$ cat src/rtl/l2_flush_ctrl_pkg.sv
// rtl/l2_flush_ctrl_pkg.sv - shared geometry constants and flush FSM state type
package l2_flush_ctrl_pkg;

  localparam int L2_SETS      = 4;
  localparam int L2_WAYS      = 2;
  localparam int L2_SET_BITS  = 2;
  localparam int L2_WAY_BITS  = 1;
  localparam int N_MSHR       = 4;
  localparam int MSHR_BITS_P1 = 3;
  localparam int EVICT_BITS   = L2_SET_BITS + L2_WAY_BITS + 1;

  localparam logic [L2_SET_BITS:0]    SET_LAST  = (L2_SET_BITS+1)'(L2_SETS - 1);
  localparam logic [L2_WAY_BITS:0]    WAY_LAST  = (L2_WAY_BITS+1)'(L2_WAYS - 1);
  localparam logic [EVICT_BITS-1:0]   EVICT_MAX = EVICT_BITS'(L2_SETS * L2_WAYS);
  localparam logic [MSHR_BITS_P1-1:0] MSHR_ALL  = MSHR_BITS_P1'(N_MSHR);

  typedef enum logic [2:0] {
    IDLE,
    ISSUE,
    WAIT,
    ADVANCE,
    DRAIN,
    DONE
  } flush_state_e;

endpackage

$ cat src/rtl/l2_flush_walker.sv
// rtl/l2_flush_walker.sv - set-major set/way walk counter with clear, increment and terminal flag
module l2_flush_walker
  import l2_flush_ctrl_pkg::*;
(
  input  logic                   clk,
  input  logic                   rst,
  input  logic                   clr,
  input  logic                   inc,
  output logic [L2_SET_BITS-1:0] set_idx,
  output logic [L2_WAY_BITS-1:0] way_idx,
  output logic                   last
);

  // One extra bit on each counter so the post-terminal value never aliases line (0,0).
  logic [L2_SET_BITS:0] set_q;
  logic [L2_WAY_BITS:0] way_q;

  always_ff @(posedge clk or negedge rst) begin
    if (!rst) begin
      set_q <= '0;
      way_q <= '0;
    end else if (clr) begin
      set_q <= '0;
      way_q <= '0;
    end else if (inc) begin
      if (way_q == WAY_LAST) begin
        way_q <= '0;
        set_q <= set_q + 1'b1;
      end else begin
        way_q <= way_q + 1'b1;
      end
    end
  end

  assign last    = (set_q == SET_LAST) && (way_q == WAY_LAST);
  assign set_idx = set_q[L2_SET_BITS-1:0];
  assign way_idx = way_q[L2_WAY_BITS-1:0];

endmodule

$ cat src/rtl/l2_flush_ctrl.sv
// rtl/l2_flush_ctrl.sv - whole-L2 flush sequencer: one probe per line, evict count, MSHR drain
module l2_flush_ctrl
  import l2_flush_ctrl_pkg::*;
(
  input  logic                    clk,
  input  logic                    rst,
  input  logic                    flush_req_valid,
  output logic                    flush_req_ready,
  output logic                    probe_valid,
  input  logic                    probe_ready,
  output logic [L2_SET_BITS-1:0]  probe_set,
  output logic [L2_WAY_BITS-1:0]  probe_way,
  input  logic                    probe_resp_valid,
  input  logic                    probe_resp_evict,
  input  logic [MSHR_BITS_P1-1:0] mshr_cnt,
  output logic                    busy,
  output logic                    flush_done,
  output logic [EVICT_BITS-1:0]   evict_cnt
);

  flush_state_e state_q, state_d;
  logic         probe_valid_d;
  logic         accept;
  logic         walk_last;

  assign accept = (state_q == IDLE) && flush_req_valid;

  always_comb begin
    state_d = state_q;
    case (state_q)
      IDLE:    if (flush_req_valid) state_d = ISSUE;
      ISSUE:   if (probe_valid && probe_ready) state_d = WAIT;
      WAIT:    if (probe_resp_valid) state_d = ADVANCE;
      ADVANCE: state_d = walk_last ? DRAIN : ISSUE;
      DRAIN:   if (mshr_cnt == MSHR_ALL) state_d = DONE;
      DONE:    state_d = IDLE;
      default: state_d = IDLE;
    endcase
    // Valid is sticky until the handshake; a new probe needs a free MSHR to start.
    probe_valid_d = (state_d == ISSUE) && (probe_valid || (mshr_cnt != '0));
  end

  always_ff @(posedge clk or negedge rst) begin
    if (!rst) begin
      state_q     <= IDLE;
      probe_valid <= 1'b0;
      busy        <= 1'b0;
      evict_cnt   <= '0;
    end else begin
      state_q     <= state_d;
      probe_valid <= probe_valid_d;
      busy        <= (state_d != IDLE);
      if (accept) begin
        evict_cnt <= '0;
      end else if ((state_q == WAIT) && probe_resp_valid && probe_resp_evict &&
                   (evict_cnt != EVICT_MAX)) begin
        evict_cnt <= evict_cnt + 1'b1;
      end
    end
  end

  assign flush_req_ready = ~busy;
  assign flush_done      = (state_q == DONE);

  l2_flush_walker u_walker (
    .clk     (clk),
    .rst     (rst),
    .clr     (accept),
    .inc     (state_q == ADVANCE),
    .set_idx (probe_set),
    .way_idx (probe_way),
    .last    (walk_last)
  );

endmodule

$ cat config.mk
export PLATFORM = sky130hd
export DESIGN_NAME = l2_flush_ctrl
export DESIGN_NICKNAME = d
export VERILOG_FILES = /design/src/rtl/l2_flush_ctrl_pkg.sv /design/src/rtl/l2_flush_walker.sv /design/src/rtl/l2_flush_ctrl.sv
export SDC_FILE = /design/constraint.sdc
export NUM_CORES = 1
export LEC_CHECK = 0
export CORE_ASPECT_RATIO = 1.25
export CORE_MARGIN = 2
export CORE_UTILIZATION = 45
export CTS_BUF_LIST = sky130_fd_sc_hd__clkbuf_16
export CTS_CLUSTER_SIZE = 20
export DETAILED_ROUTE_END_ITERATION = 6
export PLACE_DENSITY = 0.74
export SLEW_MARGIN = 20
export SYNTH_ARGS = -nofsm -noshare
export SYNTH_HDL_FRONTEND = slang
export SYNTH_SLANG_ARGS = --single-unit
$ cat constraint.sdc
create_clock -name clk -period 1.6 [get_ports clk]
set_input_delay 0.16 -clock clk [delete_from_list [all_inputs] [get_ports clk]]
set_output_delay 0.16 -clock clk [all_outputs]
set_load 0.005 [all_outputs]
==> metrics, run 1 <==
synth cell count leaders=14 x dfrtp_1, 11 x nand2_1, 6 x inv_1; max-slew violations=0; Design Area, Final=0.001114 sq mm; Leakage=just under 0.5 nW; number of global-route vias before repair=between 600 and 700; final wirelength=1673 microns; Initial Util=49.30%; max-cap viol count=0; dpl cells=113; r2r endpoint=probe_valid; Core Region=roughly 0.0016 sq mm; dpl hpwl=between 1000 and 1500 microns; clock slew at reported path FFs=about 0.05 ns; syn_nets=88; area grow syn2layout=41.05%; final hold violation count=0; post-synth top area cell=dfrtp_1; IO Pins=20; fmax=between 600 and 700 MHz; Gate Count Post-Synth=75; clk_lat worst skew=~0.24 ns; DR WL/cell=14.18 microns; syn_area_per_cell=~11 sq um; register share of total power=between 30% and 40%; pin count of the biggest net entering global routing=15; Final Non-Filler Cells=118; CP Capture Point=probe_valid; Yosys Warn Count=0; detailed-route DRC error count=0; CP required=between 1.5 and 2 ns; Critical Path Source=u_walker.set_q[0]; Die H=between 50 and 60 microns; CTS Buf Count=3; top-count cell post-synth=dfrtp_1; Async S/R FF share, synth=100.0%; PortBufs=19; r2r setup slk=around 0.058 ns; worst hold path class=in -> async; ANT nets after route=0; Yosys top cell area share=~44%; Worst setup EP type=flop; CP Launch Type=flop; Setup Total Neg Slack=0 ns; synthesis-stage register bit count=14; NetSw=0.0005351 W; CTS tree=yes; CTS sink count=14; Setup CP Type=reg -> reg; Bufs on Longest Clock Path=2; Int Pwr=around 0.0012 W; layout cells sized above 1=18.00%; sw frac=approximately a third; Area contributors post-synth=dfrtp_1 44%, ha_1 6.3%, mux2i_1 6.3%; R2R depth=6; DIE AREA=0.002108 sq mm; die width=between 40 and 50 microns; Finish-stage setup viols=0; vias per inst=between 5 and 6; minimum clock period=1.542 ns; RSZ-0062 raised after global routing=yes; Clock power frac=27.6%; Post-synth EDFFs=0; RePlAce Congestion=about 0.67; root buf cell=clkbuf_16; grt ovf=0; period utilisation layout=between 90 and 100%; first-pass GRT wire length=about 2900 microns; CTS H-tree lvls=1; highest net fanout along the worst path=3; nets@finish=around 110; Iteration-0 DRC Markers=2; status=finished clean; slew margin rel.=about three quarters; peak supply drop=approximately 1.3 mV; top_reg_cell synth=dfrtp_1; register area share after synthesis=about 44%; Rows=16; drt first pass iters=4; Post-DP Area=~0.001 sq mm; Total GRT Usage=approximately 18%; # diodes=0; crit path DAT=approximately 1.7 ns; clock skew=about 0.0018 ns; Mapped Area=between 700 and 800 sq um; Yosys cell types=32; Worst Max-Slew Pin Slew=0.3878 ns; initial antenna violation count=0; Comb power frac=between 30% and 40%; Vias=about 630; RR Startpoint=u_walker.set_q[0]; Power Density=about 1500 mW/mm^2
[layer usage]
layer | global-route usage, % | routed length, microns
met5 | 0 | 0
met2 | 30.99 | 858
met1 | 19.78 | 706
met4 | 9.677 | 33
met3 | 5.654 | 76
[critical path, stage by stage, from the launching register on]
cell,delay [ns]
dfrtp_1,0.37
ha_1,0.20
ha_1,0.17
nand4b_1,0.11
o211ai_1,0.10
o311a_2,0.16
a2111oi_4,0.32
[sequential cells by signal (all words and copies together) (netlist names)]
register and cells:
busy 1, evict_cnt 4, u_walker.set_q 3, u_walker.way_q 2, probe_valid 1, state_q 3
[power by group through the flow]
| stage | logic, W | clock network (W) | registers (W) |
|---|---|---|---|
| final | 0.000653 | 0.000464 | 0.000568 |
| after global routing | 0.000716 | 0.000494 | 0.000580 |
| after CTS | 0.000647 | 0.000473 | 0.000569 |
| after detailed placement | 0.000604 | 0 | 0.000567 |
| after global placement | 0.000579 | 0 | 0.000555 |
| after floorplan | 0.000365 | 0 | 0.000535 |
[placed cells by master (no fill, tap or decap), drive strengths merged, types with 2 or more instances in the layout]
cell type      instances
nor3b                  2
clkbuf                 3
buf                    6
dfrtp                 14
nor2                   5
nand2                 11
nand3                  2
mux2i                  5
nand4b                 2
nand2b                 2
and3b                  2
clkdlybuf4s50         18
inv                    6
ha                     4
[stage by stage]
stage / utilization (%) / hold WS, ns / setup slack (ns) / total power (W)
after floorplan: - / -0.1356 / 0.1137 / 0.0008997
after global routing: 69.53 / 0.2543 / -0.008316 / 0.001790
after CTS: 69.06 / 0.2373 / 0.02664 / 0.001688
after global placement: 63.28 / 0.4805 / 0.05500 / 0.001135
final: 69.53 / 0.2250 / 0.05751 / 0.001685
after detailed placement: 63.28 / 0.4931 / -0.04063 / 0.001172
[how the worst min path moves through the flow]
stage	from	to	slack, ns	cells past startpoint
after floorplan	rst	busy	-0.14	0
after global placement	evict_cnt[3]	evict_cnt[3]	0.48	1
after detailed placement	rst	evict_cnt[0]	0.49	2
after CTS	rst	evict_cnt[0]	0.24	2
after global routing	rst	evict_cnt[0]	0.25	2
final	rst	evict_cnt[0]	0.23	2
[cell type report]
type	instances	area, sq um
Clock buffer	3	75.07
Clock inverter	1	3.754
Fill cell	133	488.0
Inverter	6	22.52
Multi-Input combinational cell	51	402.9
Sequential cell	14	352.8
Tap cell	18	22.52
Timing Repair Buffer	25	234.0
[cells by family (layout without fill, tap and decap cells)]
logic type	after synthesis	count (layout)	share of synthesized area (%)
mux	5	5	6.339
flops	14	14	44.37
compound gates	8	8	8.241
xor+xnor	2	2	2.219
buf+inv	10	35	6.180
fa+ha+maj	4	4	6.339
simple gates	32	32	26.31
[repair_timing]
action | CTS | global route
endpoints found under the setup margin | 2 | 2
setup buffers | 0 | 1
gates resized for setup | 4 | 0
pin swaps | 0 | 0
hold buffers | 0 | 0
endpoints found under the hold margin | 0 | 0
gates cloned | 0 | 0
Note: power is estimated with default switching activity, not from simulation.
==> run 2: changes to the inputs <==
--- a/config.mk
+++ b/config.mk
@@ -7,11 +7,11 @@
 export LEC_CHECK = 0
 export CORE_ASPECT_RATIO = 1.25
 export CORE_MARGIN = 2
-export CORE_UTILIZATION = 45
+export CORE_UTILIZATION = 47
 export CTS_BUF_LIST = sky130_fd_sc_hd__clkbuf_16
 export CTS_CLUSTER_SIZE = 20
 export DETAILED_ROUTE_END_ITERATION = 6
-export PLACE_DENSITY = 0.74
+export PLACE_DENSITY = 0.77
 export SLEW_MARGIN = 20
 export SYNTH_ARGS = -nofsm -noshare
 export SYNTH_HDL_FRONTEND = slang
==> metrics, run 2 (synthesized netlist as in run 1, its figures left out) <==
status=finished clean; Finish-stage setup viols=0 (unchanged); PortBufs=19 (unchanged); layout cells sized above 1=18.37% (+0.37 points); post-CTS setup buffers=0 (unchanged); die width=40.66 microns (-1.9%); Vias=649 (+2.5%); area grow syn2layout=40.41%; register share of total power=34.2% (+0.5 points); sw frac=31.10% (-0.65 points); highest net fanout along the worst path=3 (unchanged); commonest non-fill, non-tap cell in the layout=clkdlybuf4s50_1; GR peak layer=met2; max incr delay on CP=0.38 ns (about the same); Core Region=0.001582 sq mm (-1.3%); dpl hpwl=1208 microns (-6.3%); Slowest cell on crit path=dfrtp_1; Worst setup EP type=flop; most frequent cells in the layout=18 x clkdlybuf4s50_1, 12 x dfrtp_1, 11 x nand2_1; critical path's top delay family=compound AO/OA/AOI/OAI gates; pre-CTS WS=0.02056 ns (+0.06119 ns); r2r endpoint=probe_valid; CP cell instances=ha_2 -> ha_1 -> nand4b_1 -> o211ai_1 -> o311a_2 -> a2111oi_4; Int Pwr=0.001135 W (-1.3%); r2r setup slk=0.05 ns (about the same); CTS sink count=14 (unchanged); CTS Hold Bufs=0 (unchanged); # diodes=0 (unchanged); pin count of the biggest net entering global routing=15 (unchanged); Rows=16 (unchanged); Power Density=1486 mW/mm^2 (-1.8%); ANT nets after route=0 (unchanged); RR Startpoint=u_walker.set_q[0]; NetSw=0.0005121 W (-4.3%); first-pass GRT wire length=2711 microns (-5.1%); CTS tree=yes; final hold violation count=0 (unchanged); drt first pass iters=4 (unchanged); CP required=1.74 ns (about the same); nets@finish=113 (-0.88%); crit path DAT=1.69 ns (about the same); period utilisation layout=96.76% (+0.36 points); IO Pins=20 (unchanged); Die H=49.83 microns (-2.0%); R2R depth=6 (unchanged); CP Buf/Inv Count=0 (unchanged); Worst Max-Slew Pin Slew=0.3644 ns (-0.02339 ns); detailed-route DRC error count=0 (unchanged); Setup Total Neg Slack=0 ns (unchanged); max-cap viol count=0 (unchanged); clock slew at reported path FFs=0.04 ns (about the same); final wirelength=1618 microns (-3.3%); Largest register FFs=4 (unchanged); Biggest register=evict_cnt; grt met1 use=22.81% (+3.0 points); Total GRT Usage=19.91% (+1.8 points); GR met2 Demand/Resource=32.80% (+1.8 points); initial antenna violation count=0 (unchanged); DIE AREA=0.002026 sq mm (-3.9%); Initial Util=49.92% (+0.62 points); clock skew=0.001119 ns (-0.0006794 ns); met3 Usage GRT=5.405% (-0.25 points); Leakage=0.4891 nW (+0.62%); final worst slack=0.05179 ns (-0.005722 ns); max-slew violations=0 (unchanged); minimum clock period=1.548 ns (+0.005722 ns); Setup CP Type=reg -> reg; DR WL/cell=13.95 microns (-1.6%); largest registers=evict_cnt: 4 flops, state_q: 3 flops, u_walker.set_q: 3 flops; Iteration-0 DRC Markers=11 (+9); fmax=645.9 MHz (-0.37%); PnR Total Power=0.001647 W (-2.3%); vias per inst=5.595 (+4.3%); RePlAce Congestion=0.7476 (+12%); CTS H-tree lvls=1 (unchanged); Clock power frac=27.9% (+0.3 points); worst hold path class=in -> async; grt ovf=0 (unchanged); CTS Buf Count=3 (unchanged); Bufs on Longest Clock Path=2 (unchanged); peak supply drop=0.9423 mV (-25%); FILL cells=121 (-9.0%); Comb power frac=37.9% (-0.9 points); RSZ-0062 raised after global routing=yes; slew margin rel.=75.66% (+1.5 points); clk_lat worst skew=0.24 ns (about the same); root buf cell=clkbuf_16; number of global-route vias before repair=649 (-4.7%); CP Launch Type=flop
run 2: cell types whose count changed in the layout (fill, tap and decap cells not counted):
cell,delta
ha_1,-1
ha_2,+1
dlymetal6s2s_1,+1
buf_4,-1
dlygate4sd2_1,-1
clkinv_1,-1
run 2: how the worst max path moves through the flow:
stage / cells after the start / to / start / slack (ns)
after detailed placement: 5 / probe_valid / probe_ready / 0.02
after global routing: 6 / probe_valid / u_walker.set_q[1] / -0.07
after global placement: 4 / u_walker.set_q[0] / flush_req_valid / 0.05
after floorplan: 6 / probe_valid / u_walker.set_q[0] / 0.11
after CTS: 2 / flush_done / state_q[1] / 0.01
final: 6 / probe_valid / u_walker.set_q[0] / 0.05
run 2: what timing repair did:
| item | in CTS | in global routing |
|---|---|---|
| cloned | 0 | 0 |
| gates resized for setup | 2 | 3 |
| pin swaps | 0 | 1 |
| endpoints found under the setup margin | 1 | 2 |
run 2: worst register-to-register path, delay by kind of cell (launching register included):
family	cells	cell delay (ns)
simple gates	1	0.11
fa+ha+maj	2	0.36
flops	1	0.38
compound gates	3	0.60
run 2: stage by stage:
| step | utilization (%) | std cells | instance area, sq um | hold WS [ns] |
|---|---|---|---|---|
| after global placement | 64.08 | 113 | 1013 | 0.4893 |
| after CTS | 68.99 | 116 | 1091 | 0.2397 |
| after detailed placement | 64.08 | 113 | 1013 | 0.4934 |
| after global routing | 70.09 | 116 | 1109 | 0.2546 |
| after floorplan | - | 75 | 789.5 | -0.1356 |
| final | 70.09 | 116 | 1109 | 0.2346 |
run 2: power by group through the flow:
| stage | clock [W] | sequential [W] | combinational [W] |
|---|---|---|---|
| 6_report | 0.000460 | 0.000564 | 0.000624 |
| 5_1_grt | 0.000498 | 0.000582 | 0.000689 |
| 4_1_cts | 0.000470 | 0.000558 | 0.000597 |
| 3_5_place_dp | 0 | 0.000555 | 0.000591 |
| 3_3_place_gp | 0 | 0.000554 | 0.000577 |
| 2_1_floorplan | 0 | 0.000535 | 0.000365 |
run 2: metal layers:
metal	part of all wire [%]	wire length (microns)
met1	37	595
met2	56	901
met3	5.2	84
met4	2.3	37
met5	0	0
run 2: cell type report:
class / count / area (sq um) / share of cell area [%]
well taps: 18 / 22.52 / 2.032
flip-flops and latches: 14 / 352.8 / 31.83
multi-input cells: 51 / 405.4 / 36.57
clock buffers: 3 / 75.07 / 6.772
repair buffers: 24 / 230.2 / 20.77
inverters: 6 / 22.52 / 2.032
